===== src/rtl/mlp4_pkg.sv =====
// Shared types and constants for the mlp4 product-accumulate slice.
package mlp4_pkg;

    typedef enum logic [0:0] {
        ACC  = 1'b0,
        HOLD = 1'b1
    } mlp4_acc_state_t;

    localparam int PROD_W   = 8;
    localparam int PROD_MAX = 225;

endpackage


===== src/rtl/mlp4_acc_add.sv =====
// Combinational accumulator adder: acc + zero-extended product, with carry out.
// Build option MLP4_ACC_SAT_EN clamps the sum to all-ones on carry instead of wrapping.
module mlp4_acc_add
    import mlp4_pkg::*;
#(
    parameter int ACC_W = 10
) (
    input  logic [ACC_W-1:0]  acc,
    input  logic [PROD_W-1:0] prod,
    output logic [ACC_W-1:0]  sum,
    output logic              carry
);

    logic [ACC_W:0] raw;

`ifdef MLP4_ACC_SAT_EN
    // Once clamped at all-ones, any further non-zero product carries again, so the clamp holds.
    function automatic logic [ACC_W-1:0] sat_clamp(input logic [ACC_W:0] v);
        return v[ACC_W] ? {ACC_W{1'b1}} : v[ACC_W-1:0];
    endfunction
`endif

    always_comb begin
        raw   = {1'b0, acc} + {{(ACC_W + 1 - PROD_W){1'b0}}, prod};
        carry = raw[ACC_W];
`ifdef MLP4_ACC_SAT_EN
        sum   = sat_clamp(raw);
`else
        sum   = raw[ACC_W-1:0];
`endif
    end

endmodule


===== src/rtl/mlp4_dot_acc.sv =====
// Dot-product accumulator behind the 4x4 multiplier PLA: sums LEN products (or up to in_last)
// and holds the result on a valid/ready output. Optional build macro: MLP4_ACC_SAT_EN.
module mlp4_dot_acc
    import mlp4_pkg::*;
#(
    parameter int LEN   = 4,
    parameter int ACC_W = 10,
    parameter int CNT_W = 8
) (
    input  logic              clk,
    input  logic              rst,
    input  logic              in_valid,
    output logic              in_ready,
    input  logic [PROD_W-1:0] in_prod,
    input  logic              in_last,
    output logic              out_valid,
    input  logic              out_ready,
    output logic [ACC_W-1:0]  out_sum,
    output logic [CNT_W-1:0]  out_count,
    output logic              out_ovf
);

    localparam logic [CNT_W-1:0] LEN_C = CNT_W'(LEN);

    mlp4_acc_state_t  state;
    logic [ACC_W-1:0] acc_p0;
    logic [CNT_W-1:0] cnt_p0;
    logic             ovf_p0;

    logic [ACC_W-1:0] add_sum;
    logic             add_carry;
    logic [CNT_W-1:0] cnt_inc;
    logic             accept;
    logic             close;

    mlp4_acc_add #(
        .ACC_W(ACC_W)
    ) u_add (
        .acc   (acc_p0),
        .prod  (in_prod),
        .sum   (add_sum),
        .carry (add_carry)
    );

    assign in_ready  = (state == ACC);
    assign out_valid = (state == HOLD);
    assign accept    = in_valid & in_ready;
    assign cnt_inc   = cnt_p0 + CNT_W'(1);
    // A last flag on the LEN-th beat still yields exactly one close.
    assign close     = accept & ((cnt_inc == LEN_C) | in_last);

    // Accumulate stage -> result hold stage
    always_ff @(posedge clk) begin
        if (rst) begin
            state     <= ACC;
            acc_p0    <= '0;
            cnt_p0    <= '0;
            ovf_p0    <= 1'b0;
            out_sum   <= '0;
            out_count <= '0;
            out_ovf   <= 1'b0;
        end else begin
            case (state)
                ACC: begin
                    if (close) begin
                        out_sum   <= add_sum;
                        out_count <= cnt_inc;
                        out_ovf   <= ovf_p0 | add_carry;
                        acc_p0    <= '0;
                        cnt_p0    <= '0;
                        ovf_p0    <= 1'b0;
                        state     <= HOLD;
                    end else if (accept) begin
                        acc_p0    <= add_sum;
                        cnt_p0    <= cnt_inc;
                        ovf_p0    <= ovf_p0 | add_carry;
                    end
                end
                HOLD: begin
                    // No bypass: in_ready stays low on the transfer edge.
                    if (out_ready) begin
                        state <= ACC;
                    end
                end
                default: state <= ACC;
            endcase
        end
    end

endmodule

===== config.mk =====
export PLATFORM = sky130hd
export DESIGN_NAME = mlp4_dot_acc
export DESIGN_NICKNAME = d
export VERILOG_FILES = /design/src/rtl/mlp4_pkg.sv /design/src/rtl/mlp4_acc_add.sv /design/src/rtl/mlp4_dot_acc.sv
export SDC_FILE = /design/constraint.sdc
export NUM_CORES = 1
export LEC_CHECK = 0
export CAP_MARGIN = 5
export CORE_ASPECT_RATIO = 2
export CORE_UTILIZATION = 45
export DETAILED_ROUTE_END_ITERATION = 7
export HOLD_SLACK_MARGIN = 0.15
export PLACE_DENSITY = 0.71
export SYNTH_ARGS = -nofsm -noshare
export SYNTH_HDL_FRONTEND = slang
export SYNTH_SLANG_ARGS = --single-unit

===== constraint.sdc =====
create_clock -name clk -period 4.09 [get_ports clk]
set_input_delay 0.818 -clock clk [delete_from_list [all_inputs] [get_ports clk]]
set_output_delay 0.818 -clock clk [all_outputs]
set_load 0.05 [all_outputs]

==> load_flow_metrics.sql <==
INSERT INTO impl_metrics (metric_group, metric, value, unit) VALUES
('setup_path', 'worst_setup_path_type', 'input pin to flip-flop', ''),
('setup_path', 'worst-endpoint-arrival', '2.92', 'ns'),
('route', 'num_vias', '1896', ''),
('synthesis', 'dominant_cell_type_by_area_after_synthesis', 'sky130_fd_sc_hd__dfxtp_1', ''),
('setup_path', 'worst-path-max-fanout', '4', ''),
('route', 'via_per_inst', '5.66', ''),
('setup_path', 'critical_path_slowest_stage_cell', 'sky130_fd_sc_hd__clkdlybuf4s50_1', ''),
('synthesis', 'synthesis.nets', '275', ''),
('layout', 'stdcell_count', '335', ''),
('place', 'hpwl', '3640', 'µm'),
('outcome', 'run_status', 'finished, final reports clean', ''),
('clock_tree', 'clk_pin_slew', '0.08', 'ns'),
('clock_tree', 'cts_tree', 'built', ''),
('power_and_ir_drop', 'power_density', '333', 'nW/µm²'),
('route', 'dr.first_iter.drc_count', '31', ''),
('floorplan', 'fp.dieArea', '5060', 'µm²'),
('flow_run', 'maxCapViolCount', '0', ''),
('route', 'drt_wl_total', '5030', 'µm'),
('synthesis', 'synth_top_cell_area_share', '36.4', '%'),
('setup_path', 'worstPathCellList', 'clkdlybuf4s50_1 -> ha_1 -> inv_1 -> fa_1 -> nand2b_1 -> a21oi_1 -> o21ai_0 -> xor2_1 -> o31ai_1', ''),
('synthesis', 'synth_seq_area_share', '36.4', '%'),
('grt', 'grt_start_max_net_pins', '35', ''),
('grt', 'grt_pass1_vias', '1759', ''),
('timing', 'period_share', '66.4', '%'),
('clock_tree', 'cts_post_setup_buffers_inserted', '0', ''),
('floorplan', 'die_height', '99.6', 'µm'),
('clock_tree', 'cts-root-to-sink-buffers', '2', ''),
('grt', 'grt.total_usage', '21.8', '%'),
('synthesis', 'synth_edf_count', '0', ''),
('clock_tree', 'cts_hold_buf', '0', ''),
('setup_path', 'setup.worst_path.start_class', 'input pin', ''),
('floorplan', 'initial_core_util', '46.6', '%'),
('layout', 'num-fill-cells', '450', ''),
('timing', 'timing.final.crit_period', '2.72', 'ns'),
('floorplan', 'fp.coreArea', '4600', 'µm²'),
('clock_tree', 'htree_num_levels', '2', ''),
('timing', 'final_max_slew_viol_count', '0', ''),
('clock_tree', 'cts_resized', '0', ''),
('synthesis', 'yosys-top-cells-area', 'sky130_fd_sc_hd__dfxtp_1 (36%), sky130_fd_sc_hd__ha_1 (5.8%), sky130_fd_sc_hd__a21oi_1 (5.4%)', ''),
('hold_path', 'hold_path_class', 'flip-flop to flip-flop', ''),
('route', 'routedWlPerCell', '15.0', 'µm'),
('setup_path', 'setup.worst_path.end_class', 'flip-flop', ''),
('setup_path', 'r2r_setup_slack', '1.71', 'ns'),
('floorplan', 'die_w', '50.8', 'µm'),
('layout', 'num-nets-final', '304', ''),
('clock_tree', 'tritoncts_num_sinks', '39', ''),
('timing', 'hold_violations', '0', ''),
('place', 'place.detailed.instances', '328', ''),
('layout', 'layout_commonest_cell', 'sky130_fd_sc_hd__dfxtp_1', ''),
('layout', 'n_antenna_cell', '0', ''),
('route', 'detail_route.first_pass.iterations', '4', ''),
('synthesis', 'synth-main-ff-cell', 'sky130_fd_sc_hd__dfxtp_1', ''),
('layout', 'syn2layout_area_growth', '19.7', '%'),
('timing', 'timing.clock.skew', '0.00424', 'ns'),
('place', 'place.gp.congestion', '0.801', ''),
('floorplan', 'io_pins', '34', ''),
('route', 'postRouteAntennaNets', '0', ''),
('route', 'drc', '0', ''),
('clock_tree', 'root_buffer', 'sky130_fd_sc_hd__clkbuf_8', ''),
('setup_path', 'critical-path-max-stage-delay', '0.47', 'ns'),
('grt', 'globalRouteOverflowTotal', '0', ''),
('timing', 'finalSetupTns', '0', 'ns'),
('timing', 'timing.final.setup_violations', '0', ''),
('synthesis', 'synth_async_sr_flop_share', '0', '%'),
('layout', 'post_route_cells_drive_above_1_share', '8.57', '%'),
('place', 'numPortBuffers', '33', ''),
('power_and_ir_drop', 'vdd_drop_max', '0.000220', 'V'),
('grt', 'antenna_found_initial', '0', ''),
('synthesis', 'post_synth_inst_count', '251', ''),
('floorplan', 'std_cell_rows', '35', ''),
('clock_tree', 'cts_buffers', '5', '');
==> cells by family (layout without fill, tap and decap cells) <==
family / count (synthesis) / in the layout / synth area share [%]
multiplexers: 6 / 6 / 2.98
AND/OR/NAND/NOR: 97 / 97 / 22.9
adder cells (fa/ha/maj): 11 / 11 / 6.77
flip-flops: 39 / 39 / 36.4
buffers and inverters: 21 / 50 / 5.13
XOR/XNOR: 7 / 7 / 2.86
AO/OA/AOI/OAI: 70 / 70 / 23.0
==> critical path, delay by kind of cell <==
family / cells / cell delay (ns)
buffers and inverters: 2 / 0.52
adder cells (fa/ha/maj): 2 / 0.57
AO/OA/AOI/OAI: 3 / 0.65
AND/OR/NAND/NOR: 1 / 0.18
XOR/XNOR: 1 / 0.18
==> report_power, final <==
group          internal (W)  switching (W)
Sequential         0.000396     0.00000967
Combinational     0.0000660       0.000113
Clock              0.000133       0.000137
==> layer usage <==
layer | vias to the layer above | GRT usage, % | wire (µm)
met3 | 6 | 2.91 | 76
met1 | 908 | 23.3 | 1990
met2 | 27 | 40.8 | 2880
li1 | 955 | - | -
met4 | 0 | 9.19 | 76
met5 | - | 0 | 0
==> cell usage after synthesis (all sizes together) (4+ instances only) <==
| cell | count |
|---|---|
| buf | 6 |
| mux2i | 6 |
| nor2 | 26 |
| a22o | 5 |
| nand4 | 5 |
| ha | 10 |
| and2 | 4 |
| dfxtp | 39 |
| nand3 | 10 |
| a21o | 4 |
| xor2 | 4 |
| o21ai | 15 |
| nand2 | 26 |
| nor3 | 5 |
| a21oi | 24 |
| or3 | 5 |
| a211oi | 10 |
| nor3b | 4 |
| inv | 8 |
| clkbuf | 7 |
==> per-stage QoR <==
| stage | hold WS, ns | utilization [%] | worst slack [ns] | instance area, µm² | total power, W |
|---|---|---|---|---|---|
| finish | 0.453 | 55.8 | 1.37 | 2570 | 0.000854 |
| global route | 0.491 | 55.8 | 1.14 | 2570 | 0.000893 |
| CTS | 0.454 | 55.8 | 1.36 | 2570 | 0.000861 |
| detailed placement | 0.441 | 53.9 | 1.08 | 2480 | 0.000594 |
| global placement | 0.434 | 53.9 | 1.13 | 2480 | 0.000591 |
| floorplan | 0.426 | - | 1.81 | 2140 | 0.000539 |
==> final cells by class <==
type,count,share of cell area [%]
Clock buffer,6,3.22
Clock inverter,1,0.195
Inverter,8,1.17
Multi-Input combinational cell,191,48.9
Sequential cell,39,30.4
Tap cell,55,2.68
Timing Repair Buffer,35,13.5
==> path summary, 6_finish.rpt <==
kind,startpoint,end,cells past startpoint
max,in_prod[0],out_sum[8]$_SDFFE_PP0P_,9
min,acc_p0[4]$_SDFFE_PP0P_,acc_p0[4]$_SDFFE_PP0P_,2
max reg2reg,cnt_p0[0]$_SDFFE_PP0P_,out_sum[7]$_SDFFE_PP0P_,7
min reg2reg,acc_p0[4]$_SDFFE_PP0P_,acc_p0[4]$_SDFFE_PP0P_,2
==> registers in the layout, indices dropped and copies added, names as in the netlist <==
register / flops
acc_p0: 10
cnt_p0: 8
out_count: 8
out_ovf: 1
out_sum: 10
out_valid: 1
ovf_p0: 1
(Power assumes the default switching activity.)
